File: src/rtl/nibble_serial_add_ctrl_pkg.sv
// Shared definitions for the nibble-serial adder sequencer: FSM state
// encodings and the slice width of the time-multiplexed adder.
package add_ctrl_defs;

  localparam int NIBBLE_W = 4;

  typedef enum logic [1:0] {
    ST_IDLE = 2'd0,
    ST_RUN  = 2'd1,
    ST_DONE = 2'd2
  } state_t;

endpackage

File: src/rtl/fullhalfadder_4b.sv
// 4-bit ripple adder slice: one half-sum/carry stage per bit, carry-in at
// bit 0, carry-out from bit 3.
module fullhalfadder_4b (
  input  logic [3:0] a,
  input  logic [3:0] b,
  input  logic       cin,
  output logic [3:0] sum,
  output logic       carry
);

  logic [4:0] c;

  assign c[0] = cin;

  for (genvar i = 0; i < 4; i++) begin : g_bit
    logic p;
    assign p        = a[i] ^ b[i];
    assign sum[i]   = p ^ c[i];
    assign c[i+1]   = (a[i] & b[i]) | (p & c[i]);
  end

  assign carry = c[4];

endmodule

File: src/rtl/nibble_serial_add_ctrl.sv
// Wide adder built from one 4-bit slice, stepping one nibble per clock
// LSB-first with a registered carry; start/ready/done handshake.
module nibble_serial_add_ctrl
  import add_ctrl_defs::*;
#(
  parameter  int NIBBLES = 4,
  localparam int W       = NIBBLE_W * NIBBLES
) (
  input  logic         clk,
  input  logic         reset,
  input  logic         start,
  input  logic         abort,
  input  logic [W-1:0] op_a,
  input  logic [W-1:0] op_b,
  input  logic         cin,
  output logic         ready,
  output logic         busy,
  output logic         done,
  output logic [W-1:0] result,
  output logic         cout,
  output logic         overflow
);

  localparam int                IDX_W    = $clog2(NIBBLES);
  localparam logic [IDX_W-1:0]  LAST_IDX = IDX_W'(NIBBLES - 1);

  state_t              state, state_next;
  logic [IDX_W-1:0]    idx;
  logic                carry_reg;
  logic [W-1:0]        a_reg, b_reg, partial, partial_ins;
  logic [NIBBLE_W-1:0] nib_a, nib_b, nib_sum;
  logic                nib_carry;
  logic                accept, step, finish;

  assign nib_a = a_reg[idx*NIBBLE_W +: NIBBLE_W];
  assign nib_b = b_reg[idx*NIBBLE_W +: NIBBLE_W];

  fullhalfadder_4b u_slice (
    .a     (nib_a),
    .b     (nib_b),
    .cin   (carry_reg),
    .sum   (nib_sum),
    .carry (nib_carry)
  );

  // Partial sum with the current nibble already inserted, so the final
  // transfer to result includes the slice computed on the last edge.
  always_comb begin
    partial_ins = partial;
    partial_ins[idx*NIBBLE_W +: NIBBLE_W] = nib_sum;
  end

  always_ff @(posedge clk or posedge reset) begin
    if (reset) state <= ST_IDLE;
    else       state <= state_next;
  end

  // NOTE: every signal written here gets a default first, so no path can
  // leave it unassigned and infer a latch.
  always_comb begin
    state_next = state;
    accept     = 1'b0;
    step       = 1'b0;
    finish     = 1'b0;
    unique case (state)
      ST_IDLE: begin
        if (start) begin
          accept     = 1'b1;
          state_next = ST_RUN;
        end
      end
      ST_RUN: begin
        // abort wins over completion of the last nibble
        if (abort) begin
          state_next = ST_IDLE;
        end else begin
          step = 1'b1;
          if (idx == LAST_IDX) begin
            finish     = 1'b1;
            state_next = ST_DONE;
          end
        end
      end
      ST_DONE: state_next = ST_IDLE;
      default: state_next = ST_IDLE;
    endcase
  end

  // NOTE: sequential state uses non-blocking assignments so every register
  // samples pre-edge values regardless of statement order.
  always_ff @(posedge clk or posedge reset) begin
    if (reset) begin
      idx       <= '0;
      carry_reg <= 1'b0;
      a_reg     <= '0;
      b_reg     <= '0;
      partial   <= '0;
      result    <= '0;
      cout      <= 1'b0;
      overflow  <= 1'b0;
    end else begin
      if (accept) begin
        a_reg     <= op_a;
        b_reg     <= op_b;
        carry_reg <= cin;
        partial   <= '0;
        idx       <= '0;
      end
      if (step) begin
        partial   <= partial_ins;
        carry_reg <= nib_carry;
        if (!finish) idx <= idx + IDX_W'(1);
      end
      if (finish) begin
        result   <= partial_ins;
        cout     <= nib_carry;
        overflow <= (a_reg[W-1] == b_reg[W-1]) && (nib_sum[NIBBLE_W-1] != a_reg[W-1]);
      end
    end
  end

  assign ready = (state == ST_IDLE);
  assign busy  = (state == ST_RUN);
  assign done  = (state == ST_DONE);

endmodule

File: config.mk
export PLATFORM = sky130hd
export DESIGN_NAME = nibble_serial_add_ctrl
export DESIGN_NICKNAME = d
export VERILOG_FILES = /design/src/rtl/nibble_serial_add_ctrl_pkg.sv /design/src/rtl/fullhalfadder_4b.sv /design/src/rtl/nibble_serial_add_ctrl.sv
export SDC_FILE = /design/constraint.sdc
export NUM_CORES = 1
export LEC_CHECK = 0
export CORE_UTILIZATION = 48
export DETAILED_ROUTE_END_ITERATION = 7
export PLACE_DENSITY = 0.76
export SLEW_MARGIN = 5
export SYNTH_ARGS = -nofsm -noshare
export SYNTH_HDL_FRONTEND = slang
export SYNTH_HIERARCHICAL = 1
export SYNTH_SLANG_ARGS = --single-unit
File: constraint.sdc
create_clock -name clk -period 3.3 [get_ports clk]
set_input_delay 0.495 -clock clk [delete_from_list [all_inputs] [get_ports clk]]
set_output_delay 0.495 -clock clk [all_outputs]
set_load 0.03 [all_outputs]
==> results of run 1 <==
[synthesized netlist by cell type (all sizes together), types with 6 or more instances]
library cell and number:
nand2 100, mux4 8, a32o 6, a31oi 7
ha 6, nor2b 9, inv 15, dfrtp 71
nor2 19, a21oi 20, buf 16, a22o 8
[power by group]
group	leakage, nW	internal, mW	switching (mW)
Sequential	0.906	1.16	0.195
Clock	0.112	0.465	0.328
Combinational	0.945	0.892	1.27
Total	1.96	2.52	1.79
[through the flow]
step | cells | cell area [um2]
6_report | 477 | 4260
2_1_floorplan | 336 | 3370
5_1_grt | 477 | 4260
4_1_cts | 477 | 4260
3_5_place_dp | 461 | 4030
3_3_place_gp | 461 | 4030
[tightest hold or removal path, delay by kind of cell, from the launching register on]
| family | cells | cell delay [ps] |
|---|---|---|
| flops | 1 | 350 |
| simple gates | 2 | 100 |
[repair_timing]
item / 4_1_cts / 5_1_grt
gates resized for setup: 0 / 1
setup buffers: 0 / 0
endpoints found under the setup margin: 0 / 1
[layout by cell type, fill, tap and decap left out, drive strengths merged, types with 2 or more instances in the layout]
cell and count:
nor2 19, and3 4, a21oi 20, bufinv 2, nand2 100, nor3b 4, nand2b 3, buf 9
a32oi 5, inv 15, a32o 6, and2 2, nand4 3, clkbuf 11, mux4 8, clkinvlp 2
o21ai 5, fa 4, nor2b 9, nand3b 2, a31oi 7, dfrtp 71, a22o 8, nand3 5
clkdlybuf4s50 57, or3b 3, ha 6
[cells by family (layout without fill, tap and decap cells)]
kind of cell	after synthesis	after routing	synth area share (%)
simple gates	158	158	21.5
flops	71	71	53.1
compound gates	52	52	10.5
buf+inv	36	97	4.56
mux	9	9	5.72
fa+ha+maj	10	10	4.63
[layer usage]
layer  part of all wire [%]  up-vias
met2                     49      101
met5                      0        -
met4                    1.6        0
li1                       -     1245
met1                     44     1294
met3                    5.2       11
[area by class of cell]
| class | instances | area (um2) |
|---|---|---|
| repair buffers | 66 | 651 |
| fillers | 565 | 2490 |
| flip-flops and latches | 71 | 1780 |
| clock buffers | 11 | 151 |
| multi-input cells | 229 | 1450 |
| clock inverters | 5 | 80.1 |
| inverters | 15 | 56.3 |
| well taps | 80 | 100 |
[worst paths after layout]
kind | start | endpoint | slack (ps)
setup / recovery | idx[0]$_DFF_PP0_ | overflow$_DFFE_PP0P_ | 220
hold / removal | a_reg[14]$_DFFE_PP0P_ | a_reg[14]$_DFFE_PP0P_ | 480
setup reg to reg | idx[0]$_DFF_PP0_ | overflow$_DFFE_PP0P_ | 220
hold reg to reg | a_reg[14]$_DFFE_PP0P_ | a_reg[14]$_DFFE_PP0P_ | 480
max in group asynchronous | reset | result[12]$_DFFE_PP0P_ | 2040
min in group asynchronous | reset | b_reg[11]$_DFFE_PP0P_ | 610
==> load_flow_metrics.sql, run 1 <==
INSERT INTO impl_metrics (metric_group, metric, value, unit) VALUES
('grt', 'global_route_wire_length_before_repair', '12300', 'um'),
('worst_setup_path', 'cp-end-kind', 'flip-flop', ''),
('yosys', 'ys_warn_count', '6', ''),
('pwr', 'powerDensity', '1010', 'mW/mm2'),
('timing', 'fin_skew', '11.4', 'ps'),
('grt', 'largest_net_degree_at_the_start_of_global_routing', '38', ''),
('grt', 'global_route.usage.met1', '28.8', '%'),
('cells_and_area', 'postLayoutCoreUtil', '63.1', '%'),
('worst_setup_path', 'cp_cell_sequence', 'mux4_2 -> inv_1 -> fa_1 -> inv_1 -> fa_2 -> fa_2 -> inv_2 -> fa_1 -> inv_1 -> or3b_4 -> a31oi_1', ''),
('cells_and_area', 'antenna-diode-count', '0', ''),
('worst_setup_path', 'slowest_stage', 'sky130_fd_sc_hd__mux4_2', ''),
('yosys', 'post-synth-top-area-cell', 'sky130_fd_sc_hd__dfrtp_1', ''),
('placement', 'preCtsSetupSlack', '170', 'ps'),
('worst_setup_path', 'critPathBufInv', '4', ''),
('grt', 'globalRouteOverflowTotal', '0', ''),
('yosys', 'yosys.cell_types.count', '34', ''),
('timing', 'tightestPinTransition', '779', 'ps'),
('clocking', 'clk_root_buffer_cell', 'sky130_fd_sc_hd__clkbuf_8', ''),
('timing', 'rsz0062_at_grt', 'no', ''),
('cells_and_area', 'finalNetCount', '439', ''),
('yosys', 'asyncSetResetFlopFracSynth', '100', '%'),
('grt', 'global_route.usage.total', '21.9', '%'),
('timing', 'report.final.hold_viol_count', '0', ''),
('pwr', 'design_power_total', '4.31', 'mW'),
('yosys', 'synth-seq-area-share', '53.1', '%'),
('yosys', 'count_of_state_elements_after_synthesis', '71', ''),
('min_path', 'worst_hold_check_path_type', 'flip-flop to flip-flop', ''),
('yosys', 'synth_ff_type', 'sky130_fd_sc_hd__dfrtp_1', ''),
('worst_setup_path', 'critPathMaxStageDelay', '500', 'ps'),
('cells_and_area', 'layout-drive-gt1-share', '11.6', '%'),
('status', 'run_status', 'complete, no violations', ''),
('timing', 'hold-worst-slack', '479', 'ps'),
('detailed_routing', 'post_drt_wl_per_cell', '15.0', 'um'),
('placement', 'dp_hpwl', '4890', 'um'),
('cells_and_area', 'flow.area_growth_from_synthesis', '27.4', '%'),
('floorplan', 'die-height', '85.5', 'um'),
('grt', 'global_route.usage.met2', '35.6', '%'),
('worst_setup_path', 'critical_path_depth', '11', ''),
('pwr', 'peak_supply_drop', '0.639', 'mV'),
('timing', 'slew_viol_final', '0', ''),
('worst_setup_path', 'critical_path_required', '3570', 'ps'),
('yosys', 'synthCells', '336', ''),
('grt', 'busiest_layer', 'met2', ''),
('worst_setup_path', 'worst-path-max-fanout', '4', ''),
('floorplan', 'fp.dieW', '85.5', 'um'),
('clocking', 'hold_bufs_at_cts', '0', ''),
('detailed_routing', 'drt_drc_violations_left', '0', ''),
('timing', 'final_period_minus_worst_setup_slack', '3080', 'ps'),
('clocking', 'h_tree_depth', '3', ''),
('grt', 'grt_util_met3', '5.00', '%'),
('worst_setup_path', 'worstSetupPathType', 'flip-flop to flip-flop', ''),
('yosys', 'netlist_top_cells_area', 'sky130_fd_sc_hd__dfrtp_1, sky130_fd_sc_hd__nand2_1, sky130_fd_sc_hd__mux4_2', ''),
('worst_setup_path', 'worstRegToRegCells', '11', ''),
('grt', 'first_global_vias', '2552', ''),
('placement', 'io_buffers', '57', ''),
('floorplan', 'fp-row-count', '30', ''),
('worst_setup_path', 'worst_setup_path_start_kind', 'flip-flop', ''),
('floorplan', 'core_region_area', '0.00676', 'mm2'),
('timing', 'fin_crit_sh', '93.4', '%'),
('detailed_routing', 'via_count', '2651', ''),
('clocking', 'tritoncts', 'yes', ''),
('yosys', 'number_of_flops_mapped_to_enable_cells_by_yosys', '0', ''),
('yosys', 'synthesis.area', '0.00335', 'mm2'),
('detailed_routing', 'routed_via_density', '5.56', ''),
('worst_setup_path', 'timing.critical_path.mode_cell', 'sky130_fd_sc_hd__inv_1', ''),
('floorplan', 'io-pin-count', '58', ''),
('detailed_routing', 'drt_first_iter_violations', '150', ''),
('grt', 'antenna_found_initial', '0', ''),
('placement', 'gp_routability_congestion', '0.805', ''),
('clocking', 'clock_transition_at_the_register_clock_pins_on_the_worst_setup_and_hold_paths_after_cts', '70', 'ps'),
('clocking', 'cts_inserted_buffers', '9', '');
Power figures use the tool's default switching activity.
==> run 2, diff against run 1 <==
--- a/config.mk
+++ b/config.mk
@@ -8,6 +8,7 @@
 export CORE_UTILIZATION = 48
 export DETAILED_ROUTE_END_ITERATION = 7
 export PLACE_DENSITY = 0.76
+export REMOVE_ABC_BUFFERS = 1
 export SLEW_MARGIN = 5
 export SYNTH_ARGS = -nofsm -noshare
 export SYNTH_HDL_FRONTEND = slang
==> run 2 against run 1 <==
Effect of this change: first-iteration DRC count is 0.67% higher; non-clock buffer count is 1 lower; cell area stayed put; register-to-register slack worse by 70 ps; sequential power hardly changed; global-route usage is 0.33 points lower; maximum frequency is 2.2% lower; clock power is 2.9% higher; clock skew hardly changed; final cell count is 0.21% lower; core utilization stayed put; worst hold slack worse by 3.2 ps.
==> load_flow_metrics.sql, run 2 (synthesis results as in run 1) <==
INSERT INTO impl_metrics (metric_group, metric, value, unit) VALUES
('cells_and_area', 'antenna-diode-count', '0', ''),
('worst_setup_path', 'critPathBufInv', '4', ''),
('pwr', 'design_power_total', '4.31', 'mW'),
('timing', 'max_freq', '317', 'MHz'),
('worst_setup_path', 'critical_path_required', '3570', 'ps'),
('placement', 'preCtsSetupSlack', '13.4', 'ps'),
('floorplan', 'io-pin-count', '58', ''),
('floorplan', 'core_region_area', '0.00676', 'mm2'),
('floorplan', 'die-height', '85.5', 'um'),
('cells_and_area', 'flow.area_growth_from_synthesis', '27.4', '%'),
('worst_setup_path', 'worst-path-max-fanout', '4', ''),
('cells_and_area', 'final_common_cell', 'sky130_fd_sc_hd__nand2_1', ''),
('detailed_routing', 'drt_first_iter_violations', '151', ''),
('grt', 'global_route_wire_length_before_repair', '12100', 'um'),
('timing', 'rsz0062_at_grt', 'no', ''),
('clocking', 'clk_root_buffer_cell', 'sky130_fd_sc_hd__clkbuf_8', ''),
('clocking', 'hold_bufs_at_cts', '0', ''),
('timing', 'report.final.hold_viol_count', '0', ''),
('worst_setup_path', 'worst_setup_path_start_kind', 'flip-flop', ''),
('clocking', 'tritoncts', 'yes', ''),
('placement', 'detailed_place.area', '0.00402', 'mm2'),
('timing', 'layout_setup_ws', '148', 'ps'),
('clocking', 'h_tree_depth', '3', ''),
('cells_and_area', 'finalNetCount', '438', ''),
('grt', 'first_global_vias', '2475', ''),
('pwr', 'powerDensity', '1010', 'mW/mm2'),
('cells_and_area', 'mostFrequentLayoutCells', 'sky130_fd_sc_hd__nand2_1, sky130_fd_sc_hd__dfrtp_1, sky130_fd_sc_hd__clkdlybuf4s50_1', ''),
('worst_setup_path', 'slowest_stage', 'sky130_fd_sc_hd__mux4_2', ''),
('floorplan', 'fp-row-count', '30', ''),
('clocking', 'clock_transition_at_the_register_clock_pins_on_the_worst_setup_and_hold_paths_after_cts', '80', 'ps'),
('timing', 'final_period_minus_worst_setup_slack', '3150', 'ps'),
('min_path', 'worst_hold_check_path_type', 'flip-flop to flip-flop', ''),
('placement', 'placed_cells_incl_taps', '460', ''),
('grt', 'global_route.usage.total', '21.5', '%'),
('detailed_routing', 'ant_nets', '0', ''),
('status', 'run_status', 'complete, no violations', ''),
('grt', 'largest_net_degree_at_the_start_of_global_routing', '39', ''),
('floorplan', 'fp.dieW', '85.5', 'um'),
('worst_setup_path', 'ff2ff_setup_slack', '150', 'ps'),
('worst_setup_path', 'critPathMaxStageDelay', '520', 'ps'),
('placement', 'dp_hpwl', '4740', 'um'),
('detailed_routing', 'drt_pre_antenna_iters', '4', ''),
('timing', 'slew_headroom', '49.0', '%'),
('clocking', 'numClockSinks', '71', ''),
('cells_and_area', 'layout-drive-gt1-share', '11.9', '%'),
('worst_setup_path', 'worstPathArrival', '3430', 'ps'),
('clocking', 'cts_inserted_buffers', '9', ''),
('cells_and_area', 'post_layout_nonfiller_instances', '476', ''),
('floorplan', 'initial_utilization', '49.6', '%'),
('detailed_routing', 'via_count', '2557', ''),
('pwr', 'power.leakage', '1.96', 'nW'),
('job', 'maxCapViolCount', '0', ''),
('timing', 'tightestPinTransition', '763', 'ps'),
('cells_and_area', 'final_area', '0.00426', 'mm2'),
('timing', 'fin_skew', '11.3', 'ps'),
('floorplan', 'design.die.area', '0.00731', 'mm2'),
('detailed_routing', 'drt_drc_violations_left', '0', ''),
('timing', 'fin_crit_sh', '95.5', '%'),
('detailed_routing', 'post_drt_wl_per_cell', '14.8', 'um'),
('timing', 'setup_viol_count_final', '0', ''),
('clocking', 'clk_path_buf_depth', '2', ''),
('worst_setup_path', 'cp-end-kind', 'flip-flop', ''),
('clocking', 'worstSkewPairLatency', '350', 'ps'),
('worst_setup_path', 'critPathTopFamily', 'adder cells', ''),
('worst_setup_path', 'cp_cell_sequence', 'mux4_2 -> inv_2 -> fa_1 -> inv_1 -> fa_2 -> fa_2 -> inv_2 -> fa_1 -> inv_2 -> or3b_2 -> a31oi_1', ''),
('detailed_routing', 'routed_via_density', '5.37', ''),
('grt', 'antenna_found_initial', '0', ''),
('worst_setup_path', 'worstSetupPathType', 'flip-flop to flip-flop', ''),
('grt', 'globalRouteOverflowTotal', '0', ''),
('placement', 'gp_routability_congestion', '0.782', ''),
('worst_setup_path', 'timing.critical_path.mode_cell', 'sky130_fd_sc_hd__inv_2', ''),
('pwr', 'peak_supply_drop', '0.555', 'mV'),
('timing', 'slew_viol_final', '0', ''),
('detailed_routing', 'finalWirelength', '7070', 'um'),
('clocking', 'post_cts_buffers', '0', ''),
('placement', 'io_buffers', '57', '');
[run 2: cell count changes in the layout (fill, tap and decap cells not counted)]
| cell | previous run | this run |
|---|---|---|
| sky130_fd_sc_hd__inv_2 | 3 | 5 |
| sky130_fd_sc_hd__clkinvlp_4 | 2 | 1 |
| sky130_fd_sc_hd__or3b_4 | 1 | 0 |
| sky130_fd_sc_hd__or3b_2 | 1 | 2 |
| sky130_fd_sc_hd__clkinv_4 | 0 | 1 |
| sky130_fd_sc_hd__clkinv_2 | 1 | 0 |
| sky130_fd_sc_hd__clkbuf_8 | 11 | 12 |
| sky130_fd_sc_hd__buf_4 | 8 | 7 |
| sky130_fd_sc_hd__inv_1 | 12 | 10 |
[run 2: layer usage]
metal / track usage [%] / routed length [um]
met4: 8.03 / 82
met1: 29.8 / 3230
met3: 4.72 / 326
met5: 0 / 0
met2: 33.7 / 3420
[run 2: metrics by stage]
stage | setup TNS [ps] | hold slack [ps] | util (%)
final | 0 | 476 | 63.1
after global placement | 0 | 453 | 59.4
after CTS | 0 | 479 | 63.0
after global routing | 0 | 507 | 63.1
after floorplan | -13130 | 440 | -
after detailed placement | 0 | 462 | 59.4
[run 2: worst min-delay path, delay by kind of cell (launching register included)]
kind          cells  cell delay, ps
flops             1             340
simple gates      2             110
[run 2: final timing paths]
kind                                            from                endpoint  cells past startpoint
worst max-delay path                idx[0]$_DFF_PP0_    overflow$_DFFE_PP0P_                     11
worst min-delay path            a_reg[4]$_DFFE_PP0P_    a_reg[4]$_DFFE_PP0P_                      2
worst max register to register      idx[0]$_DFF_PP0_    overflow$_DFFE_PP0P_                     11
worst min register to register  a_reg[4]$_DFFE_PP0P_    a_reg[4]$_DFFE_PP0P_                      2
max in group asynchronous                      reset  partial[5]$_DFFE_PP0P_                      3
min in group asynchronous                      reset   result[6]$_DFFE_PP0P_                      2
[run 2: final cells by class]
class	count	area, um2
clock buffer	12	165
clock inverter	4	76.3
fill	575	2490
inverter	15	56.3
multi-input combinational	229	1450
sequential	71	1780
tap	80	100
timing repair buffer	65	643
[run 2: repair_timing]
action | in CTS | in global routing
setup endpoints to repair | 1 | 2
pin swaps | 0 | 2
gates resized for setup | 1 | 6
[run 2: report_power, final]
part,internal (mW),switching [mW],leakage [nW]
combinational,0.883,1.28,0.936
sequential,1.16,0.174,0.906
clock,0.489,0.328,0.119
